`src/rtl/board_level_data_block_transmitter_if.sv`:
```
// Handshake bundle between a block source, the block transmitter and the byte-level tx stream.
interface board_level_data_block_transmitter_if #(
    parameter int BYTE_N = 8
);
    logic [BYTE_N*8-1:0] in_data;
    logic                in_valid;
    logic                in_ready;
    logic                busy;
    logic                done;
    logic                tx_frame_start;
    logic                tx_frame_end;
    logic [7:0]          tx_data;
    logic                tx_valid;
    logic                tx_ready;

    modport master (
        output in_data, in_valid, tx_ready,
        input  in_ready, busy, done, tx_frame_start, tx_frame_end, tx_data, tx_valid
    );

    modport slave (
        input  in_data, in_valid, tx_ready,
        output in_ready, busy, done, tx_frame_start, tx_frame_end, tx_data, tx_valid
    );
endinterface

```
`src/rtl/board_level_data_block_transmitter.sv`:
```
// Frames one BYTE_N-byte block as start marker, payload bytes (byte 0 first), end marker,
// with optional idle gap before the next block is accepted.
module board_level_data_block_transmitter #(
    parameter int BYTE_N     = 8,
    parameter int GAP_CYCLES = 0
) (
    input  logic                                 clk,
    input  logic                                 rst,
    board_level_data_block_transmitter_if.slave  bus
);
    localparam int CNT_W = $clog2(BYTE_N + 1);
    localparam int GAP_W = (GAP_CYCLES > 0) ? $clog2(GAP_CYCLES + 1) : 1;
    localparam logic [CNT_W-1:0] CNT_LAST = CNT_W'(BYTE_N - 1);
    localparam logic [GAP_W-1:0] GAP_LAST = GAP_W'((GAP_CYCLES > 0) ? GAP_CYCLES - 1 : 0);

    typedef enum logic [2:0] {S_IDLE, S_START, S_PAYLOAD, S_END, S_GAP} state_t;

    state_t              state_q, state_d;
    logic [BYTE_N*8-1:0] shreg_q, shreg_d, shreg_shift;
    logic [CNT_W-1:0]    cnt_q, cnt_d;
    logic [GAP_W-1:0]    gap_q, gap_d;
    logic                tx_valid_q, tx_valid_d;
    logic                sof_q, sof_d;
    logic                eof_q, eof_d;
    logic [7:0]          tx_data_q, tx_data_d;
    logic                busy_q, busy_d;
    logic                done_q, done_d;
    logic                tx_fire;

    assign shreg_shift = shreg_q >> 8;
    assign tx_fire     = tx_valid_q && bus.tx_ready;

    // Outputs are computed for the next state so every tx_* signal leaves a flop;
    // without a transfer all of them keep their current value.
    always_comb begin
        state_d    = state_q;
        shreg_d    = shreg_q;
        cnt_d      = cnt_q;
        gap_d      = gap_q;
        tx_valid_d = tx_valid_q;
        sof_d      = sof_q;
        eof_d      = eof_q;
        tx_data_d  = tx_data_q;
        busy_d     = busy_q;
        done_d     = 1'b0;
        case (state_q)
            S_IDLE: begin
                if (bus.in_valid) begin
                    shreg_d    = bus.in_data;
                    cnt_d      = '0;
                    state_d    = S_START;
                    tx_valid_d = 1'b1;
                    sof_d      = 1'b1;
                    eof_d      = 1'b0;
                    tx_data_d  = 8'h00;
                    busy_d     = 1'b1;
                end
            end
            S_START: begin
                if (tx_fire) begin
                    state_d   = S_PAYLOAD;
                    sof_d     = 1'b0;
                    tx_data_d = shreg_q[7:0];
                end
            end
            S_PAYLOAD: begin
                if (tx_fire) begin
                    shreg_d = shreg_shift;
                    cnt_d   = cnt_q + 1'b1;
                    if (cnt_q == CNT_LAST) begin
                        state_d   = S_END;
                        eof_d     = 1'b1;
                        tx_data_d = 8'h00;
                    end else begin
                        tx_data_d = shreg_shift[7:0];
                    end
                end
            end
            S_END: begin
                if (tx_fire) begin
                    done_d     = 1'b1;
                    tx_valid_d = 1'b0;
                    eof_d      = 1'b0;
                    if (GAP_CYCLES > 0) begin
                        state_d = S_GAP;
                        gap_d   = '0;
                    end else begin
                        state_d = S_IDLE;
                        busy_d  = 1'b0;
                    end
                end
            end
            S_GAP: begin
                if (gap_q == GAP_LAST) begin
                    state_d = S_IDLE;
                    busy_d  = 1'b0;
                end else begin
                    gap_d = gap_q + 1'b1;
                end
            end
            default: begin
                state_d    = S_IDLE;
                tx_valid_d = 1'b0;
                busy_d     = 1'b0;
            end
        endcase
    end

    always_ff @(posedge clk) begin
        if (rst) begin
            state_q    <= S_IDLE;
            shreg_q    <= '0;
            cnt_q      <= '0;
            gap_q      <= '0;
            tx_valid_q <= 1'b0;
            sof_q      <= 1'b0;
            eof_q      <= 1'b0;
            tx_data_q  <= 8'h00;
            busy_q     <= 1'b0;
            done_q     <= 1'b0;
        end else begin
            state_q    <= state_d;
            shreg_q    <= shreg_d;
            cnt_q      <= cnt_d;
            gap_q      <= gap_d;
            tx_valid_q <= tx_valid_d;
            sof_q      <= sof_d;
            eof_q      <= eof_d;
            tx_data_q  <= tx_data_d;
            busy_q     <= busy_d;
            done_q     <= done_d;
        end
    end

    assign bus.in_ready       = (state_q == S_IDLE) && !rst;
    assign bus.busy           = busy_q;
    assign bus.done           = done_q;
    assign bus.tx_frame_start = sof_q;
    assign bus.tx_frame_end   = eof_q;
    assign bus.tx_data        = tx_data_q;
    assign bus.tx_valid       = tx_valid_q;
endmodule

```
`src/flat_wrapper.sv`:
```
// flat-port wrapper written by rule: the top's interface ports become plain ports
module board_level_data_block_transmitter_flat 
#(
    parameter int BYTE_N     = 8,
    parameter int GAP_CYCLES = 0
)
  (clk, rst, bus_in_data, bus_in_valid, bus_tx_ready, bus_in_ready, bus_busy, bus_done, bus_tx_frame_start, bus_tx_frame_end, bus_tx_data, bus_tx_valid);
  board_level_data_block_transmitter_if #(.BYTE_N(BYTE_N)) bus_i ();
  input  logic clk;
  input  logic rst;
  input wire logic [$bits(bus_i.in_data)-1:0] bus_in_data;
  input wire logic [$bits(bus_i.in_valid)-1:0] bus_in_valid;
  input wire logic [$bits(bus_i.tx_ready)-1:0] bus_tx_ready;
  output wire logic [$bits(bus_i.in_ready)-1:0] bus_in_ready;
  output wire logic [$bits(bus_i.busy)-1:0] bus_busy;
  output wire logic [$bits(bus_i.done)-1:0] bus_done;
  output wire logic [$bits(bus_i.tx_frame_start)-1:0] bus_tx_frame_start;
  output wire logic [$bits(bus_i.tx_frame_end)-1:0] bus_tx_frame_end;
  output wire logic [$bits(bus_i.tx_data)-1:0] bus_tx_data;
  output wire logic [$bits(bus_i.tx_valid)-1:0] bus_tx_valid;
  assign bus_i.in_data = bus_in_data;
  assign bus_i.in_valid = bus_in_valid;
  assign bus_i.tx_ready = bus_tx_ready;
  assign bus_in_ready = bus_i.in_ready;
  assign bus_busy = bus_i.busy;
  assign bus_done = bus_i.done;
  assign bus_tx_frame_start = bus_i.tx_frame_start;
  assign bus_tx_frame_end = bus_i.tx_frame_end;
  assign bus_tx_data = bus_i.tx_data;
  assign bus_tx_valid = bus_i.tx_valid;
  board_level_data_block_transmitter #(.BYTE_N(BYTE_N), .GAP_CYCLES(GAP_CYCLES)) u_core (.clk(clk), .rst(rst), .bus(bus_i));
endmodule
```
`config.mk`:
```
export PLATFORM = sky130hd
export DESIGN_NAME = board_level_data_block_transmitter_flat
export DESIGN_NICKNAME = d
export VERILOG_FILES = /design/src/rtl/board_level_data_block_transmitter_if.sv /design/src/rtl/board_level_data_block_transmitter.sv /design/src/flat_wrapper.sv
export SDC_FILE = /design/constraint.sdc
export NUM_CORES = 1
export LEC_CHECK = 0
export ABC_AREA = 1
export CORE_UTILIZATION = 28
export DETAILED_ROUTE_END_ITERATION = 8
export GPL_ROUTABILITY_DRIVEN = 1
export SETUP_SLACK_MARGIN = 0.5
export SYNTH_ARGS = -nofsm -noshare
export SYNTH_HDL_FRONTEND = slang
export SYNTH_SLANG_ARGS = --single-unit
export TNS_END_PERCENT = 50
```
`constraint.sdc`:
```
create_clock -name clk -period 1.82 [get_ports clk]
set_input_delay 0.182 -clock clk [delete_from_list [all_inputs] [get_ports clk]]
set_output_delay 0.182 -clock clk [all_outputs]
set_load 0.01 [all_outputs]
```
==> results of run 1 <==
[critical path, cell delays in order, from the launching register on]
cell	delay, ps
dfxtp_4	370
inv_4	50
ha_4	200
nor2_4	190
nor2_8	70
buf_12	160
clkbuf_16	170
o21ai_2	130
nor2_1	60
[power breakdown]
group          total (W)  internal (W)  switching (W)
Clock            0.00192       0.00121       0.000701
Combinational    0.00489       0.00222        0.00267
Sequential       0.00272       0.00236       0.000355
Total            0.00952       0.00579        0.00373
[sequential cells by signal, summed over array words and instances, names as in the netlist]
register and flops:
u_core.shreg_q 64, u_core.bus.tx_frame_start 1, u_core.bus.tx_data 8, u_core.state_q 2
u_core.bus.done 1, u_core.bus.tx_frame_end 1, u_core.bus.tx_valid 1, u_core.cnt_q 4
[layer usage]
layer / up-vias / share of wire, % / track usage (%)
met3: 6 / 3.9 / 3.28
met1: 1830 / 49 / 22.3
met5: - / 0 / 0
met2: 85 / 47 / 25.2
met4: 0 / 0.63 / 4.48
li1: 2074 / - / -
[stage by stage]
stage	instance area [sq um]	instances	power, W	util (%)	setup WS, ps
6_report	5910	877	0.00952	42.4	310
3_5_place_dp	4980	840	0.00595	35.8	-0.424
2_1_floorplan	4090	606	0.00528	-	454
3_3_place_gp	4980	840	0.00594	35.8	6.16
5_1_grt	5910	877	0.0102	42.4	224
4_1_cts	5660	870	0.00897	40.6	313
[cell usage after synthesis]
master    number  share of area, %
a21oi_1       38               4.8
a21oi_2        1              0.22
buf_1          1             0.094
buf_12         1              0.50
buf_2         16               2.0
buf_4          4              0.75
buf_6          7               2.0
clkbuf_1       8              0.75
dfxtp_1       82                41
ha_1           7               2.2
inv_1         14               1.3
inv_2          9              0.84
inv_4          1              0.16
nand2_1      225                21
nand2_2        4              0.63
nand2_4        1              0.28
nand3_1       13               1.6
nand3_2        1              0.25
nand4_1        1              0.16
nor2_1        97               9.1
nor2_2        13               2.0
nor2_8         1              0.50
o21ai_0       37               4.6
o21ai_1       22               2.8
or2_2          1              0.16
xnor2_1        1              0.22
[final cells by class]
class,count,share of cell area [%]
sequential,82,27.9
tap,180,3.81
timing repair inverter,1,0.275
timing repair buffer,112,22.7
clock inverter,1,0.508
inverter,24,1.93
multi-input combinational,463,38.0
clock buffer,14,4.83
[path summary, 6_finish.rpt]
| check | to | slack (ps) | cells past startpoint |
|---|---|---|---|
| max | u_core.shreg_q[16] | 310 | 8 |
| min | u_core.shreg_q[56] | 410 | 3 |
| max reg2reg | u_core.shreg_q[16] | 310 | 8 |
| min reg2reg | u_core.shreg_q[63] | 460 | 2 |
[logic make-up (layout without fill, tap and decap cells)]
group	count (synthesis)	after routing	synth area share, %
buffers and inverters	61	152	8.38
adders and majority gates	7	7	2.19
AOI/OAI and AO/OA	98	98	12.4
xor gates and xnor gates	1	1	0.219
and+or+nand+nor	357	357	35.8
DFF	82	82	41.0
[what timing repair did]
action / CTS / global route
gates cloned: 7 / 4
hold buffers: 0 / 0
setup endpoints to repair: 93 / 95
resized for setup: 57 / 43
pin swaps: 6 / 8
buffers inserted: 8 / 3
==> qor.yml, run 1 <==
cts_buffers: 9
first_iter_violations: 262
grtUsageTotal_pct: 16.1
syn_area_sq_um: 4000
nets: 768
nFillCells: 1412
cts-root-buf: "clkbuf_16"
setup_tns_ps: 0
drive_gt1_share_pct: 18.8
gp_congestion: 0.779
min_path_type: "in2reg"
ir_drop_mv: 0.768
dr.pass1.iters: 4
fmax_ghz: 0.662
hold_ws_ps: 407
vias: 3995
min_period_ps: 1510
maxCapViolCount: 0
synth_nets: 681
die_area_sq_um: 14800
coreArea_sq_um: 13900
multiInputGateArea_sq_um: 2240
ys_types: 26
io_buffers: 81
final_common_cell: "nand2_1"
dp_hpwl_um: 6860
register_area_sq_um: 1650
power_density_nw_per_um2: 1610
die_h_um: 122
clkLatencyLatePin_ps: 340
ant_nets: 0
grt_max_degree: 61
crit_arrival_ps: 1740
post_drt_wl_per_cell_um: 13.5
route.detailed.drc: 0
worst-setup-path-type: "reg2reg"
n_antenna_cell: 0
rows: 43
min_from: "bus_in_data[56]"
cp-end-kind: "register"
cp.required_ps: 2050
htree_levels: 3
area_delta_synth_final_pct: 47.6
tightest_slew_ps: 343
p_leak_nw: 2.60
antenna_found_initial: 0
hold_violations: 0
crit_path_start_kind: "register"
rsz0062_at_grt: "true"
grt_pass1_vias: 3820
via_per_inst: 4.56
wirelength_um: 11800
crit_fanout: 7
ys_seq_area_share_pct: 41.0
netlist_instances: 606
worstReg2RegStart: "u_core.state_q[0]"
num_io_pins: 82
fp.dieW_um: 122
grt_overflow: 0
grt_pass1_wl_um: 18500
synth_seq_cells: 82
start_util_pct: 28.7
status: "finished, final reports clean"
slew_viol_final: 0
avgSynthCellArea_sq_um: 6.60
cts_tree: "built"
clkSinkCount: 82
finClkSkew_ps: 6.28
period_share_pct: 83.0
max_slew_margin_pct: 77.1
clk_pin_slew_ps: 60
clockBufferDepth: 2
cp-startpoint: "u_core.state_q[0]"
setup_viol: 0
mostFrequentLayoutCells: "nand2_1 (223), nor2_1 (87), clkdlybuf4s50_1 (80), dfxtp_1 (80), a21oi_1 (38)"
yosysWarnings: 0
Power figures use the tool's default switching activity.
==> run 2, diff against run 1 <==
==> constraint.sdc (replaced) <==
create_clock -name clk -period 1.5 [get_ports clk]
set_input_delay 0.15 -clock clk [delete_from_list [all_inputs] [get_ports clk]]
set_output_delay 0.15 -clock clk [all_outputs]
set_load 0.01 [all_outputs]
==> run 2 against run 1 <==
Net effect:
- worst hold slack lost 38 ps
- design area fell by 2.9%
- critical path depth increased by 1
- sequential power up 18%
- routed wire length decreased by 5.4%
- flip-flop and latch count unchanged
- maximum frequency increased by 1.5%
- global-route usage is 0.96 points lower
- clock skew about the same
- sequential share of layout area is 0.91 points higher
- clock power increased by 27%
- critical endpoint is now u_core.shreg_q[47]
- largest power group unchanged
==> qor.yml, run 2 (synthesis gave the netlist of run 1 again) <==
clockBufferDepth: 2  # unchanged
area_delta_synth_final_pct: 43.4  # was 47.6%
slew_viol_final: 0  # unchanged
status: "finished, final reports clean"  # unchanged
pwr-share-comb_pct: 47.9  # was 51.3%
drive_gt1_share_pct: 19.5  # was 18.8%
ir_drop_mv: 0.676  # was 0.768 mV
crit_path_start_kind: "register"  # unchanged
grt_pass1_wl_um: 17300  # was 18500 um
maxCapViolCount: 0  # unchanged
crit_arrival_ps: 1720  # was 1740 ps
min_path_type: "in2reg"  # unchanged
grt_max_degree: 63  # was 61
final_common_cell: "nand2_1"  # unchanged
cts-root-buf: "clkbuf_16"  # unchanged
worst-setup-path-type: "reg2reg"  # unchanged
route.detailed.drc: 0  # unchanged
swShare_pct: 38.8  # was 39.2%
wirelength_um: 11200  # was 11800 um
clkLatencyLatePin_ps: 340  # about the same
hold_buffers: 0  # unchanged
fp.dieW_um: 122  # unchanged
internal_power_w: 0.00663  # was 0.00579 W
dr.pass1.iters: 4  # unchanged
nets: 774  # was 768
clkSinkCount: 82  # unchanged
seq_power_share_pct: 29.7  # was 28.5%
tightest_slew_ps: 268  # was 343 ps
finClkSkew_ps: 5.99  # was 6.28 ps
clk_pin_slew_ps: 60  # about the same
placed_area_sq_um: 5120  # was 4980 sq um
setup_viol: 0  # unchanged
cts_buffers: 9  # unchanged
num_io_pins: 82  # unchanged
largest_register: "u_core.shreg_q"  # unchanged
grt_overflow: 0  # unchanged
rsz0062_at_grt: "true"  # unchanged
final_area_sq_um: 5740  # was 5910 sq um
cp-end-kind: "register"  # unchanged
mostFrequentLayoutCells: "nand2_1 (216), nor2_1 (92), dfxtp_1 (76), clkdlybuf4s50_1 (67), o21ai_0 (35)"  # was nand2_1 (223), nor2_1 (87), clkdlybuf4s50_1 (80), dfxtp_1 (80), a21oi_1 (38)
min_period_ps: 1490  # was 1510 ps
coreArea_sq_um: 13900  # unchanged
first_iter_violations: 215  # was 262
instances_no_fill: 884  # was 877
max_slew_margin_pct: 82.0  # was 77.1%
io_buffers: 81  # unchanged
vias: 3918  # was 3995
antenna_found_initial: 0  # unchanged
crit_fanout: 13  # was 7
via_per_inst: 4.43  # was 4.56
rows: 43  # unchanged
gp_congestion: 0.799  # was 0.779
dp_hpwl_um: 7050  # was 6860 um
place_inst: 853  # was 840
cp.required_ps: 1730  # was 2050 ps
cp_slowest_stage_delay_ps: 390  # was 370 ps
power_density_nw_per_um2: 1890  # was 1610 nW/um^2
htree_levels: 3  # unchanged
fmax_ghz: 0.672  # was 0.662 GHz
p_sw_w: 0.00420  # was 0.00373 W
crit_chain: "inv_4 > ha_4 > nand2_4 > nand2_4 > nor2_8 > inv_4 > clkbuf_16 > nor2_1 > nor2_1"  # was inv_4 > ha_4 > nor2_4 > nor2_8 > buf_12 > clkbuf_16 > o21ai_2 > nor2_1
clkPwrFrac_pct: 22.5  # was 20.1%
p_leak_nw: 2.60  # about the same
ant_nets: 0  # unchanged
hold_violations: 0  # unchanged
die_area_sq_um: 14800  # unchanged
utilization_pct: 41.2  # was 42.4%
post_drt_wl_per_cell_um: 12.6  # was 13.5 um
critPathSlowestCell: "dfxtp_4"  # unchanged
grtUsageTotal_pct: 15.1  # was 16.1%
grt_pass1_vias: 3652  # was 3820
n_antenna_cell: 0  # unchanged
period_share_pct: 99.2  # was 83.0%
crit_family: "simple AND/OR/NAND/NOR gates"  # was buffers and inverters
largest_reg_flops: 64  # unchanged
cts_tree: "built"  # unchanged
crit_buf_inv: 3  # unchanged
hold_ws_ps: 370  # was 407 ps
nFillCells: 1455  # was 1412
start_util_pct: 28.7  # unchanged
die_h_um: 122  # unchanged
[run 2: area by class of cell]
cell class	count	area, sq um	area share, %
well taps	180	225	3.93
clock inverters	5	75.1	1.31
repair buffers	119	1220	21.3
multi-input cells	463	2200	38.4
clock buffers	11	254	4.43
flip-flops and latches	82	1650	28.8
inverters	24	103	1.79
[run 2: path summary, 6_finish.rpt]
kind	start	to	slack, ps	cells past startpoint
max	u_core.state_q[1]	u_core.shreg_q[47]	10	9
max reg2reg	u_core.state_q[1]	u_core.shreg_q[47]	10	9
min	bus_in_data[59]	u_core.shreg_q[59]	370	3
min reg2reg	u_core.bus.tx_data[1]	u_core.bus.tx_data[1]	460	2
[run 2: worst min-delay path: stages]
cell	delay, ps
clkdlybuf4s50_1	400
nand2_1	60
a21oi_1	50
[run 2: routing by layer]
metal | track usage, % | wire length (um) | part of all wire (%)
met1 | 20.3 | 5390 | 48
met2 | 23.3 | 5120 | 46
met3 | 4.40 | 548 | 4.9
met4 | 4.55 | 112 | 1.0
met5 | 0 | 0 | 0
[run 2: what timing repair did]
action | CTS | global route
pin swaps | 5 | 12
gates cloned | 0 | 4
resized for setup | 31 | 55
endpoints found under the setup margin | 95 | 93
buffers inserted | 6 | 5
[run 2: through the flow]
| step | power, W | setup slack [ps] | TNS [ps] |
|---|---|---|---|
| 4_1_cts | 0.0102 | 55.3 | 0 |
| 2_1_floorplan | 0.00643 | 134 | 0 |
| 5_1_grt | 0.0116 | -54.5 | -1030 |
| 3_3_place_gp | 0.00753 | -41.0 | -233 |
| 3_5_place_dp | 0.00753 | -32.0 | -242 |
| 6_report | 0.0108 | 12.7 | 0 |
[run 2: power groups by stage]
stage	clock network (W)	logic, W	registers (W)
after floorplan	0	0.00324	0.00319
after global routing	0.00258	0.00574	0.00329
after detailed placement	0	0.00428	0.00325
after CTS	0.00250	0.00453	0.00320
after global placement	0	0.00428	0.00325
final	0.00243	0.00518	0.00321
==> run 3, diff against run 2 <==
--- a/config.mk
+++ b/config.mk
@@ -6,9 +6,11 @@
 export NUM_CORES = 1
 export LEC_CHECK = 0
 export ABC_AREA = 1
-export CORE_UTILIZATION = 28
+export CORE_MARGIN = 1.5
+export CORE_UTILIZATION = 51
 export DETAILED_ROUTE_END_ITERATION = 8
 export GPL_ROUTABILITY_DRIVEN = 1
+export PLACE_DENSITY = 0.79
 export SETUP_SLACK_MARGIN = 0.5
 export SYNTH_ARGS = -nofsm -noshare
 export SYNTH_HDL_FRONTEND = slang
==> run 3 against run 2 <==
Net effect:
- the flow now finishes with violations (negative setup slack)
- clock skew grew 4.0 ps
- routed wire length shrank 6.1%
- die area shrank 43%
- utilization grew 30 points
- first-iteration DRC count grew 36%
- worst hold slack lost 190 ps
- non-clock buffer count shrank 3
- sequential share of layout area grew 1.5 points
- largest cell class unchanged
- maximum frequency shrank 2.0%
==> qor.yml, run 3 (synthesis gave the netlist of run 1 again) <==
finClkSkew_ps: 9.95  # was 5.99 ps
die_h_um: 91.6  # was 122 um
grt_pass1_vias: 3935  # was 3652
grtUsageTotal_pct: 25.3  # was 15.1%
nets: 771  # was 774
vias: 4095  # was 3918
critPathSlowestCell: "dfxtp_4"  # unchanged
drive_gt1_share_pct: 19.1  # was 19.5%
total_power_w: 0.00985  # was 0.0108 W
crit_fanout: 5  # was 13
largest_register: "u_core.shreg_q"  # unchanged
coreArea_sq_um: 7650  # was 13900 sq um
grt_max_degree: 63  # unchanged
post_drt_wl_per_cell_um: 13.1  # was 12.6 um
crit_buf_inv: 4  # was 3
cp.required_ps: 1350  # was 1730 ps
crit_chain: "inv_4 > ha_4 > buf_4 > inv_1 > nor2_1 > buf_2"  # was inv_4 > ha_4 > nand2_4 > nand2_4 > nor2_8 > inv_4 > clkbuf_16 > nor2_1 > nor2_1
htree_levels: 3  # unchanged
period_share_pct: 101  # was 99.2%
max_slew_margin_pct: 81.1  # was 82.0%
nFillCells: 634  # was 1455
io_buffers: 81  # unchanged
min_path_type: "in2reg"  # unchanged
area_delta_synth_final_pct: 36.4  # was 43.4%
ant_nets: 0  # unchanged
gp_congestion: 0.788  # was 0.799
ir_drop_mv: 0.935  # was 0.676 mV
worst-setup-path-type: "reg2out"  # was reg2reg
num_io_pins: 82  # unchanged
via_per_inst: 5.10  # was 4.43
setup_viol: 3  # was 0
cp_slowest_stage_delay_ps: 380  # was 390 ps
route.detailed.drc: 0  # unchanged
first_iter_violations: 292  # was 215
power_density_nw_per_um2: 1810  # was 1890 nW/um^2
wirelength_um: 10500  # was 11200 um
status: "finished with violations"  # was finished, final reports clean
grt_overflow: 0  # unchanged
clockBufferDepth: 2  # unchanged
cts_tree: "built"  # unchanged
crit_family: "flip-flops"  # was simple AND/OR/NAND/NOR gates
dr.pass1.iters: 5  # was 4
clkLatencyLatePin_ps: 350  # was 340 ps
hold_violations: 0  # unchanged
dp_hpwl_um: 6960  # was 7050 um
die_area_sq_um: 8390  # was 14800 sq um
grt_pass1_wl_um: 17100  # was 17300 um
final_common_cell: "nand2_1"  # unchanged
crit_arrival_ps: 1370  # was 1720 ps
setup_tns_ps: -21.0  # was 0 ps
n_antenna_cell: 0  # unchanged
clkSinkCount: 82  # unchanged
cts-root-buf: "clkbuf_8"  # was clkbuf_16
rows: 32  # was 43
maxCapViolCount: 0  # unchanged
min_period_ps: 1520  # was 1490 ps
p_leak_nw: 2.52  # was 2.60 nW
fmax_ghz: 0.659  # was 0.672 GHz
slew_viol_final: 0  # unchanged
rsz0062_at_grt: "true"  # unchanged
worst_slack_ps: -17.1  # was 12.7 ps
fp.dieW_um: 91.6  # was 122 um
largest_reg_flops: 64  # unchanged
start_util_pct: 52.3  # was 28.7%
cp-end-kind: "output pin"  # was register
crit_path_start_kind: "register"  # unchanged
cts_buffers: 9  # unchanged
violations: "negative setup slack"
clk_pin_slew_ps: 90  # was 60 ps
tightest_slew_ps: 282  # was 268 ps
antenna_found_initial: 0  # unchanged
utilization_pct: 71.4  # was 41.2%
mostFrequentLayoutCells: "nand2_1 (218), nor2_1 (84), dfxtp_1 (77), clkdlybuf4s50_1 (66), o21ai_0 (37)"  # was nand2_1 (216), nor2_1 (92), dfxtp_1 (76), clkdlybuf4s50_1 (67), o21ai_0 (35)
## run 3: changes by cell type in the layout (fill, tap and decap cells not counted), sizes merged
cell / previous run / this run
clkbuf: 22 / 17
bufbuf: 0 / 1
bufinv: 2 / 1
clkinvlp: 0 / 1
clkinv: 3 / 5
dlymetal6s2s: 1 / 2
clkdlybuf4s50: 67 / 66
buf: 40 / 39
## run 3: power breakdown
part	switching (W)	total, W	internal, W
clock	0.000816	0.00158	0.000766
combinational	0.00288	0.00503	0.00215
sequential	0.000378	0.00324	0.00286
total	0.00408	0.00985	0.00578
## run 3: what timing repair did
action                                  in CTS  in global routing
resized for setup                           28                 51
hold buffers                                 0                  0
endpoints found under the setup margin      95                 96
setup buffers                                9                  4
cloned                                       2                  1
pin swaps                                   12                 10
## run 3: worst paths after layout
path / slack (ps) / depth (start not counted) / to / start
setup / recovery: -20 / 6 / bus_in_ready / u_core.state_q[1]
hold / removal: 180 / 3 / u_core.bus.tx_valid / rst
setup reg to reg: 0 / 9 / u_core.shreg_q[52] / u_core.state_q[1]
hold reg to reg: 460 / 2 / u_core.bus.tx_data[1] / u_core.bus.tx_data[1]
## run 3: stage by stage
| step | hold slack (ps) | instances | setup WS (ps) | instance area, sq um |
|---|---|---|---|---|
| after floorplan | 219 | 606 | 134 | 4100 |
| after global placement | 450 | 771 | -31.6 | 5020 |
| after detailed placement | 452 | 771 | -65.1 | 5020 |
| after CTS | 342 | 798 | 17.4 | 5360 |
| after global routing | 195 | 803 | -78.5 | 5460 |
| final | 179 | 803 | -17.1 | 5460 |
## run 3: cell type report
class | count | area, sq um | area share [%]
clock inverter | 7 | 70.1 | 1.28
tap | 102 | 128 | 2.34
clock buffer | 9 | 124 | 2.27
multi-input combinational | 463 | 2180 | 40.0
timing repair buffer | 116 | 1200 | 22.1
inverter | 24 | 97.6 | 1.79
sequential | 82 | 1650 | 30.3
## run 3: worst register-to-register path: cells and delay by family, from the launching register on
family	cells	cell delay, ps
and+or+nand+nor	5	500
buffers and inverters	3	310
DFF	1	400
adders and majority gates	1	190
## run 3: per-layer routing
layer  global-route usage [%]  part of all wire, %  vias to the layer above
met5                        0                    0                        -
met3                     5.61                  5.9                       16
li1                         -                    -                     2077
met2                     43.8                   50                      111
met1                     30.6                   43                     1891
met4                     9.51                  1.5                        0
